$ cat src/rtl/pid_pkg.sv
// Shared types and sign-magnitude helpers for the PID controller.
package pid_pkg;

  localparam int          SM_W     = 32;
  localparam int          SIGN_BIT = 31;
  localparam logic [30:0] MAG_MAX  = 31'h7FFF_FFFF;

  typedef enum logic [2:0] {
    IDLE = 3'd0,
    P    = 3'd1,
    INT  = 3'd2,
    I    = 3'd3,
    D    = 3'd4,
    SUM  = 3'd5
  } state_t;

  // A negative zero collapses to +0 so downstream logic only sees canonical values.
  function automatic logic [SM_W-1:0] sm_canon(input logic [SM_W-1:0] a);
    return {a[SIGN_BIT] & (|a[SIGN_BIT-1:0]), a[SIGN_BIT-1:0]};
  endfunction

  function automatic logic [SM_W-1:0] sm_neg(input logic [SM_W-1:0] a);
    return {~a[SIGN_BIT] & (|a[SIGN_BIT-1:0]), a[SIGN_BIT-1:0]};
  endfunction

  function automatic logic [SM_W-1:0] sm_mul_sat(input logic [SM_W-1:0] a,
                                                  input logic [SM_W-1:0] b);
    logic [61:0] prod;
    logic [30:0] mag;
    logic        sgn;
    prod = {31'd0, a[SIGN_BIT-1:0]} * {31'd0, b[SIGN_BIT-1:0]};
    mag  = (|prod[61:31]) ? MAG_MAX : prod[30:0];
    sgn  = (a[SIGN_BIT] ^ b[SIGN_BIT]) & (|mag);
    return {sgn, mag};
  endfunction

endpackage

$ cat src/rtl/add32.sv
// Combinational sign-magnitude adder; overflow flags a carry out of the magnitude.
module add32
  import pid_pkg::*;
(
  input  logic [SM_W-1:0] num1,
  input  logic [SM_W-1:0] num2,
  output logic [SM_W-1:0] sum,
  output logic            overflow
);

  logic [30:0] m1;
  logic [30:0] m2;
  logic [30:0] mag;
  logic [31:0] mag_add;
  logic        s1;
  logic        s2;
  logic        sgn;

  // Same signs add magnitudes; opposite signs subtract the smaller from the larger.
  always_comb begin
    m1       = num1[SIGN_BIT-1:0];
    m2       = num2[SIGN_BIT-1:0];
    s1       = num1[SIGN_BIT] & (|m1);
    s2       = num2[SIGN_BIT] & (|m2);
    mag_add  = {1'b0, m1} + {1'b0, m2};
    mag      = mag_add[30:0];
    sgn      = s1;
    overflow = 1'b0;
    if (s1 == s2) begin
      overflow = mag_add[31];
    end else if (m1 >= m2) begin
      mag = m1 - m2;
      sgn = s1;
    end else begin
      mag = m2 - m1;
      sgn = s2;
    end
    sum = {sgn & (|mag), mag};
  end

endmodule

$ cat src/rtl/pid_controller.sv
// Sequential sign-magnitude PID controller: one term per state, one shared
// multiplier, two add32 instances, saturating arithmetic throughout.
module pid_controller
  import pid_pkg::*;
#(
  parameter int W = 32
) (
  input  logic         clk,
  input  logic         rst,
  input  logic         en,
  input  logic         start_calc,
  input  logic [W-1:0] error,
  input  logic [W-1:0] Kp,
  input  logic [W-1:0] Ki,
  input  logic [W-1:0] Kd,
  input  logic [W-1:0] delta_t,
  output logic [W-1:0] PID_out,
  output logic         done
);

  state_t          state_q, state_d;
  logic [SM_W-1:0] e_cur_q, e_cur_d;
  logic [SM_W-1:0] e_prev_q, e_prev_d;
  logic [SM_W-1:0] integ_q, integ_d;
  logic [SM_W-1:0] p_term_q, p_term_d;
  logic [SM_W-1:0] i_term_q, i_term_d;
  logic [SM_W-1:0] d_term_q, d_term_d;
  logic [SM_W-1:0] pid_out_q, pid_out_d;
  logic            done_q, done_d;

  logic [SM_W-1:0] a_num1, a_num2, a_sum, a_sat;
  logic [SM_W-1:0] b_num1, b_num2, b_sum, b_sat;
  logic [SM_W-1:0] mul_a, mul_b, mul_res;
  logic            a_ovf, b_ovf;

  add32 u_add_a (.num1(a_num1), .num2(a_num2), .sum(a_sum), .overflow(a_ovf));
  add32 u_add_b (.num1(b_num1), .num2(b_num2), .sum(b_sum), .overflow(b_ovf));

  // On overflow both operands share a nonzero sign, so num1's sign is the result's.
  always_comb begin
    a_sat = a_ovf ? {a_num1[SIGN_BIT], MAG_MAX} : a_sum;
    b_sat = b_ovf ? {b_num1[SIGN_BIT], MAG_MAX} : b_sum;
  end

  // Adder B only sees registers, so it can feed both the multiplier and adder A without a loop.
  always_comb begin
    b_num1 = {SM_W{1'b0}};
    b_num2 = {SM_W{1'b0}};
    case (state_q)
      D: begin
        b_num1 = e_cur_q;
        b_num2 = sm_neg(e_prev_q);
      end
      SUM: begin
        b_num1 = p_term_q;
        b_num2 = i_term_q;
      end
      default: begin
        b_num1 = {SM_W{1'b0}};
        b_num2 = {SM_W{1'b0}};
      end
    endcase
  end

  // Shared multiplier operand selection.
  always_comb begin
    mul_a = {SM_W{1'b0}};
    mul_b = {SM_W{1'b0}};
    case (state_q)
      P: begin
        mul_a = Kp;
        mul_b = e_cur_q;
      end
      INT: begin
        mul_a = e_cur_q;
        mul_b = delta_t;
      end
      I: begin
        mul_a = Ki;
        mul_b = integ_q;
      end
      D: begin
        mul_a = Kd;
        mul_b = b_sat;
      end
      default: begin
        mul_a = {SM_W{1'b0}};
        mul_b = {SM_W{1'b0}};
      end
    endcase
    mul_res = sm_mul_sat(mul_a, mul_b);
  end

  // Adder A: integrator update, and the final stage of the output sum.
  always_comb begin
    a_num1 = {SM_W{1'b0}};
    a_num2 = {SM_W{1'b0}};
    case (state_q)
      INT: begin
        a_num1 = integ_q;
        a_num2 = mul_res;
      end
      SUM: begin
        a_num1 = b_sat;
        a_num2 = d_term_q;
      end
      default: begin
        a_num1 = {SM_W{1'b0}};
        a_num2 = {SM_W{1'b0}};
      end
    endcase
  end

  // Sequencer next-state and datapath register updates.
  always_comb begin
    state_d   = state_q;
    e_cur_d   = e_cur_q;
    e_prev_d  = e_prev_q;
    integ_d   = integ_q;
    p_term_d  = p_term_q;
    i_term_d  = i_term_q;
    d_term_d  = d_term_q;
    pid_out_d = pid_out_q;
    done_d    = 1'b0;
    case (state_q)
      IDLE: begin
        if (start_calc) begin
          e_cur_d = sm_canon(error);
          state_d = P;
        end else begin
          state_d = IDLE;
        end
      end
      P: begin
        p_term_d = mul_res;
        state_d  = INT;
      end
      INT: begin
        integ_d = a_sat;
        state_d = I;
      end
      I: begin
        i_term_d = mul_res;
        state_d  = D;
      end
      D: begin
        d_term_d = mul_res;
        state_d  = SUM;
      end
      SUM: begin
        pid_out_d = a_sat;
        e_prev_d  = e_cur_q;
        done_d    = 1'b1;
        state_d   = IDLE;
      end
      default: begin
        state_d = IDLE;
      end
    endcase
  end

  // State registers; reset wins over the clock enable.
  always_ff @(posedge clk) begin
    if (rst) begin
      state_q   <= IDLE;
      e_cur_q   <= {SM_W{1'b0}};
      e_prev_q  <= {SM_W{1'b0}};
      integ_q   <= {SM_W{1'b0}};
      p_term_q  <= {SM_W{1'b0}};
      i_term_q  <= {SM_W{1'b0}};
      d_term_q  <= {SM_W{1'b0}};
      pid_out_q <= {SM_W{1'b0}};
      done_q    <= 1'b0;
    end else if (en) begin
      state_q   <= state_d;
      e_cur_q   <= e_cur_d;
      e_prev_q  <= e_prev_d;
      integ_q   <= integ_d;
      p_term_q  <= p_term_d;
      i_term_q  <= i_term_d;
      d_term_q  <= d_term_d;
      pid_out_q <= pid_out_d;
      done_q    <= done_d;
    end
  end

  assign PID_out = pid_out_q;
  assign done    = done_q;

endmodule

$ cat config.mk
export PLATFORM = sky130hd
export DESIGN_NAME = pid_controller
export DESIGN_NICKNAME = d
export VERILOG_FILES = /design/src/rtl/pid_pkg.sv /design/src/rtl/add32.sv /design/src/rtl/pid_controller.sv
export SDC_FILE = /design/constraint.sdc
export NUM_CORES = 2
export LEC_CHECK = 0
export ABC_CLOCK_PERIOD_IN_PS = 40000
export CAP_MARGIN = 20
export CORE_ASPECT_RATIO = 1.4
export CORE_MARGIN = 8
export CORE_UTILIZATION = 47
export DETAILED_ROUTE_END_ITERATION = 6
export PLACE_DENSITY_LB_ADDON = 0.2
export SYNTH_ARGS = -nofsm -noshare
export SYNTH_HDL_FRONTEND = slang
export SYNTH_SLANG_ARGS = --single-unit
$ cat constraint.sdc
create_clock -name clk -period 40 [get_ports clk]
set_clock_uncertainty 0.05 [all_clocks]
set_input_delay 8 -clock clk [delete_from_list [all_inputs] [get_ports clk]]
set_output_delay 8 -clock clk [all_outputs]
set_load 0.02 [all_outputs]
==> flow_metrics.env <==
export IMPL_status="finished, final reports clean"
export IMPL_leakage_uw=0.0246
export IMPL_synth_cell_types=109
export IMPL_critical_path_required_ns=40.41
export IMPL_power_frac_comb=0.549
export IMPL_rsz0062_at_grt="no"
export IMPL_synth_edff_count=0
export IMPL_dp_cells=8292
export IMPL_cp_start_kind="input pin"
export IMPL_internal_power_uw=582
export IMPL_finalHoldViolations=0
export IMPL_cts_hold_buf=0
export IMPL_drtIter0Drc=5204
export IMPL_syn_inst=6831
export IMPL_crit_path_frequent_cell="fa_1"
export IMPL_slew_violations=0
export IMPL_grt_pass1_wl_um=386000
export IMPL_syn_to_final_growth_pct=9.18
export IMPL_slew_headroom=0.0848
export IMPL_dpl_hpwl_um=215000
export IMPL_num_vias=53400
export IMPL_fp_dieW_um=304
export IMPL_power_uw=1130
export IMPL_dpl_worst_slack_ns=15.09
export IMPL_place_congestion=1.11
export IMPL_worst_slew_pin_slew_ns=1.37
export IMPL_rr_startpoint="state_q[0]"
export IMPL_via_per_inst=6.40
export IMPL_htreeDepth=1
export IMPL_fin_tns_setup_ns=0
export IMPL_layout_nets=8281
export IMPL_clock_path_buffers=3
export IMPL_period_share=0.621
export IMPL_start_util=0.471
export IMPL_seq_power_share=0.217
export IMPL_async_flop_share=0
export IMPL_drcViolationCount=0
export IMPL_cts_tree="built"
export IMPL_drtAntennaViolNets=0
export IMPL_end_kind="flip-flop"
export IMPL_critical_path_max_stage_delay_ns=0.90
export IMPL_p_sw_uw=550
export IMPL_drv_cap=0
export IMPL_met2_usage=0.668
export IMPL_fin_crit_ns=24.83
export IMPL_ios=197
export IMPL_dieArea_um2=127000
export IMPL_finalSetupViolCount=0
export IMPL_syn_nets=8286
export IMPL_detail_route_first_pass_iterations=7
export IMPL_cts_inserted_buffers=25
export IMPL_numClockSinks=228
export IMPL_grt_total_usage=0.419
export IMPL_ir_worst_vdd_mv=0.0265
export IMPL_synth_area_per_cell_um2=7.98
export IMPL_crit_path_top_delay_cell="nor2_2"
export IMPL_drive_above_1_share=0.0631
export IMPL_routed_wirelength_um=273000
export IMPL_clock_power_share=0.234
export IMPL_wl_per_cell_um=32.7
export IMPL_netlist_area_um2=54500
export IMPL_grt_use_met1=0.440
export IMPL_cts_setup_buffers=0
export IMPL_fmax_mhz=40.3
export IMPL_worst_slack_ns=15.17
export IMPL_startpoint="delta_t[7]"
export IMPL_ys_ff_latch=228
export IMPL_grt_use_met3=0.118
export IMPL_min_path_type="flip-flop to flip-flop"
export IMPL_crit_fanout=38
export IMPL_path_clk_slew_ns=0.07
export IMPL_insertion_delay_ns=0.60
export IMPL_core_um2=116000
export IMPL_yosysWarnings=0
export IMPL_grt_pass1_vias=54000
export IMPL_place_port_buffers=196
export IMPL_swShare=0.486
export IMPL_gr_total_overflow=0
export IMPL_hold_start="PID_out[11]"
export IMPL_cts_resized_gates=0
export IMPL_root_buffer="clkbuf_16"
export IMPL_pwr_density_cell_nw_per_um2=19.0
export IMPL_die_y_um=419
export IMPL_yosys_most_used_dff="dfxtp_1"
export IMPL_arrival_ns=25.24
export IMPL_antenna_found_initial=15
export IMPL_grt_most_used_layer="met2"
export IMPL_rows=148
export IMPL_grt_max_degree=97
export IMPL_synth_seq_area_share=0.0837
export IMPL_critical_path_class="input pin to flip-flop"
export IMPL_instances_no_fill=8353
placed cells by master (no fill, tap or decap), drive strengths merged, types with 52 or more instances in the layout:
cell	Yosys	final
inv	939	943
nor2	895	895
nand2	857	857
fa	843	843
ha	448	448
a21oi	422	422
dfxtp	228	228
clkdlybuf4s50	0	195
o21ai	177	177
buf	60	171
a211oi	170	170
mux2i	92	92
xnor2	80	80
o21a	75	75
nor4	72	72
nand2b	71	71
a21o	67	67
nor3	66	66
and2	58	58
mux2	52	52
worst paths after layout:
check	end	slack (ns)	depth (start not counted)
worst max-delay path	integ_q[31]	15.17	52
worst min-delay path	PID_out[11]	0.41	2
worst max register to register	integ_q[31]	16.57	62
worst min register to register	PID_out[11]	0.41	2
cell type report:
class / instances / area [um2]
clock buffers: 29 / 661
inverters: 941 / 3530
flip-flops and latches: 228 / 4570
repair buffers: 368 / 3340
multi-input cells: 5262 / 45300
well taps: 1500 / 1880
clock inverters: 17 / 263
diodes: 8 / 20.0
fillers: 11400 / 56200
cells in the mapped netlist, types with 13 or more instances:
cell / count / area (um2)
a31oi_1: 33 / 206
or3_1: 13 / 81.3
a221oi_1: 51 / 447
ha_1: 448 / 5610
inv_1: 937 / 3520
mux2i_1: 90 / 901
buf_1: 21 / 78.8
mux2_2: 52 / 586
o21ai_0: 167 / 836
and3_1: 29 / 181
dfxtp_1: 228 / 4560
o211ai_1: 24 / 180
nand4_1: 50 / 313
fa_1: 843 / 16900
o22ai_1: 47 / 294
and2_1: 58 / 363
a221o_1: 38 / 380
xnor2_1: 80 / 701
o31ai_1: 23 / 173
a211oi_1: 168 / 1260
a22o_1: 31 / 272
nand3_1: 46 / 230
nor3_1: 66 / 330
or2_2: 20 / 125
and4_1: 13 / 114
nor2b_1: 34 / 213
nor2_1: 890 / 3340
nand2b_1: 71 / 444
a22oi_1: 40 / 300
a21o_1: 66 / 495
buf_2: 30 / 150
o21a_1: 73 / 548
a21oi_1: 419 / 2100
clkbuf_1: 340 / 1280
nand2_1: 855 / 3210
o21bai_1: 49 / 368
xor2_1: 27 / 236
o22a_1: 27 / 236
nor4_1: 60 / 375
flip-flops by register name, indices dropped and copies added (netlist names), 3 cells and up:
signal and cells:
PID_out 32, state_q 3, e_cur_q 32, integ_q 32, d_term_q 32, e_prev_q 32, i_term_q 32, p_term_q 32
power groups by stage:
stage               Sequential, uW  Combinational (uW)  Clock [uW]
CTS                            244                 587         266
floorplan                      241                 345           0
detailed placement             249                 584           0
global route                   245                 645         275
global placement               249                 581           0
finish                         245                 621         265
logic make-up (layout without fill, tap and decap cells):
group / Yosys count / in the layout / share of synthesized area
buffers and inverters: 1341 / 1355 / 0.0941
XOR/XNOR: 108 / 108 / 0.0176
AND/OR/NAND/NOR: 2297 / 2297 / 0.188
other: 0 / 8 / 0
AO/OA/AOI/OAI: 1420 / 1420 / 0.176
multiplexers: 146 / 146 / 0.0286
flip-flops: 228 / 228 / 0.0837
adder cells (fa/ha/maj): 1291 / 1291 / 0.412
per-stage QoR:
stage                      util  instance area (um2)  hold WS (ns)
after floorplan               -                54500         0.395
after global placement    0.505                58400         0.394
after detailed placement  0.505                58500         0.396
after CTS                 0.513                59400         0.408
after global routing      0.514                59500         0.426
final                     0.514                59500         0.407
worst max-delay path: cells and delay by family:
kind	cells	cell delay [ns]
compound gates	18	5.53
fa+ha+maj	10	4.19
buf+inv	7	2.05
mux	4	1.14
simple gates	13	4.28
routing by layer:
layer  wire length [um]  part of all wire
met5                 99           0.00036
met4              35800              0.13
met3              26200             0.096
met2             121000              0.44
met1              90100              0.33
No activity file was read; power rests on OpenSTA's default activity.
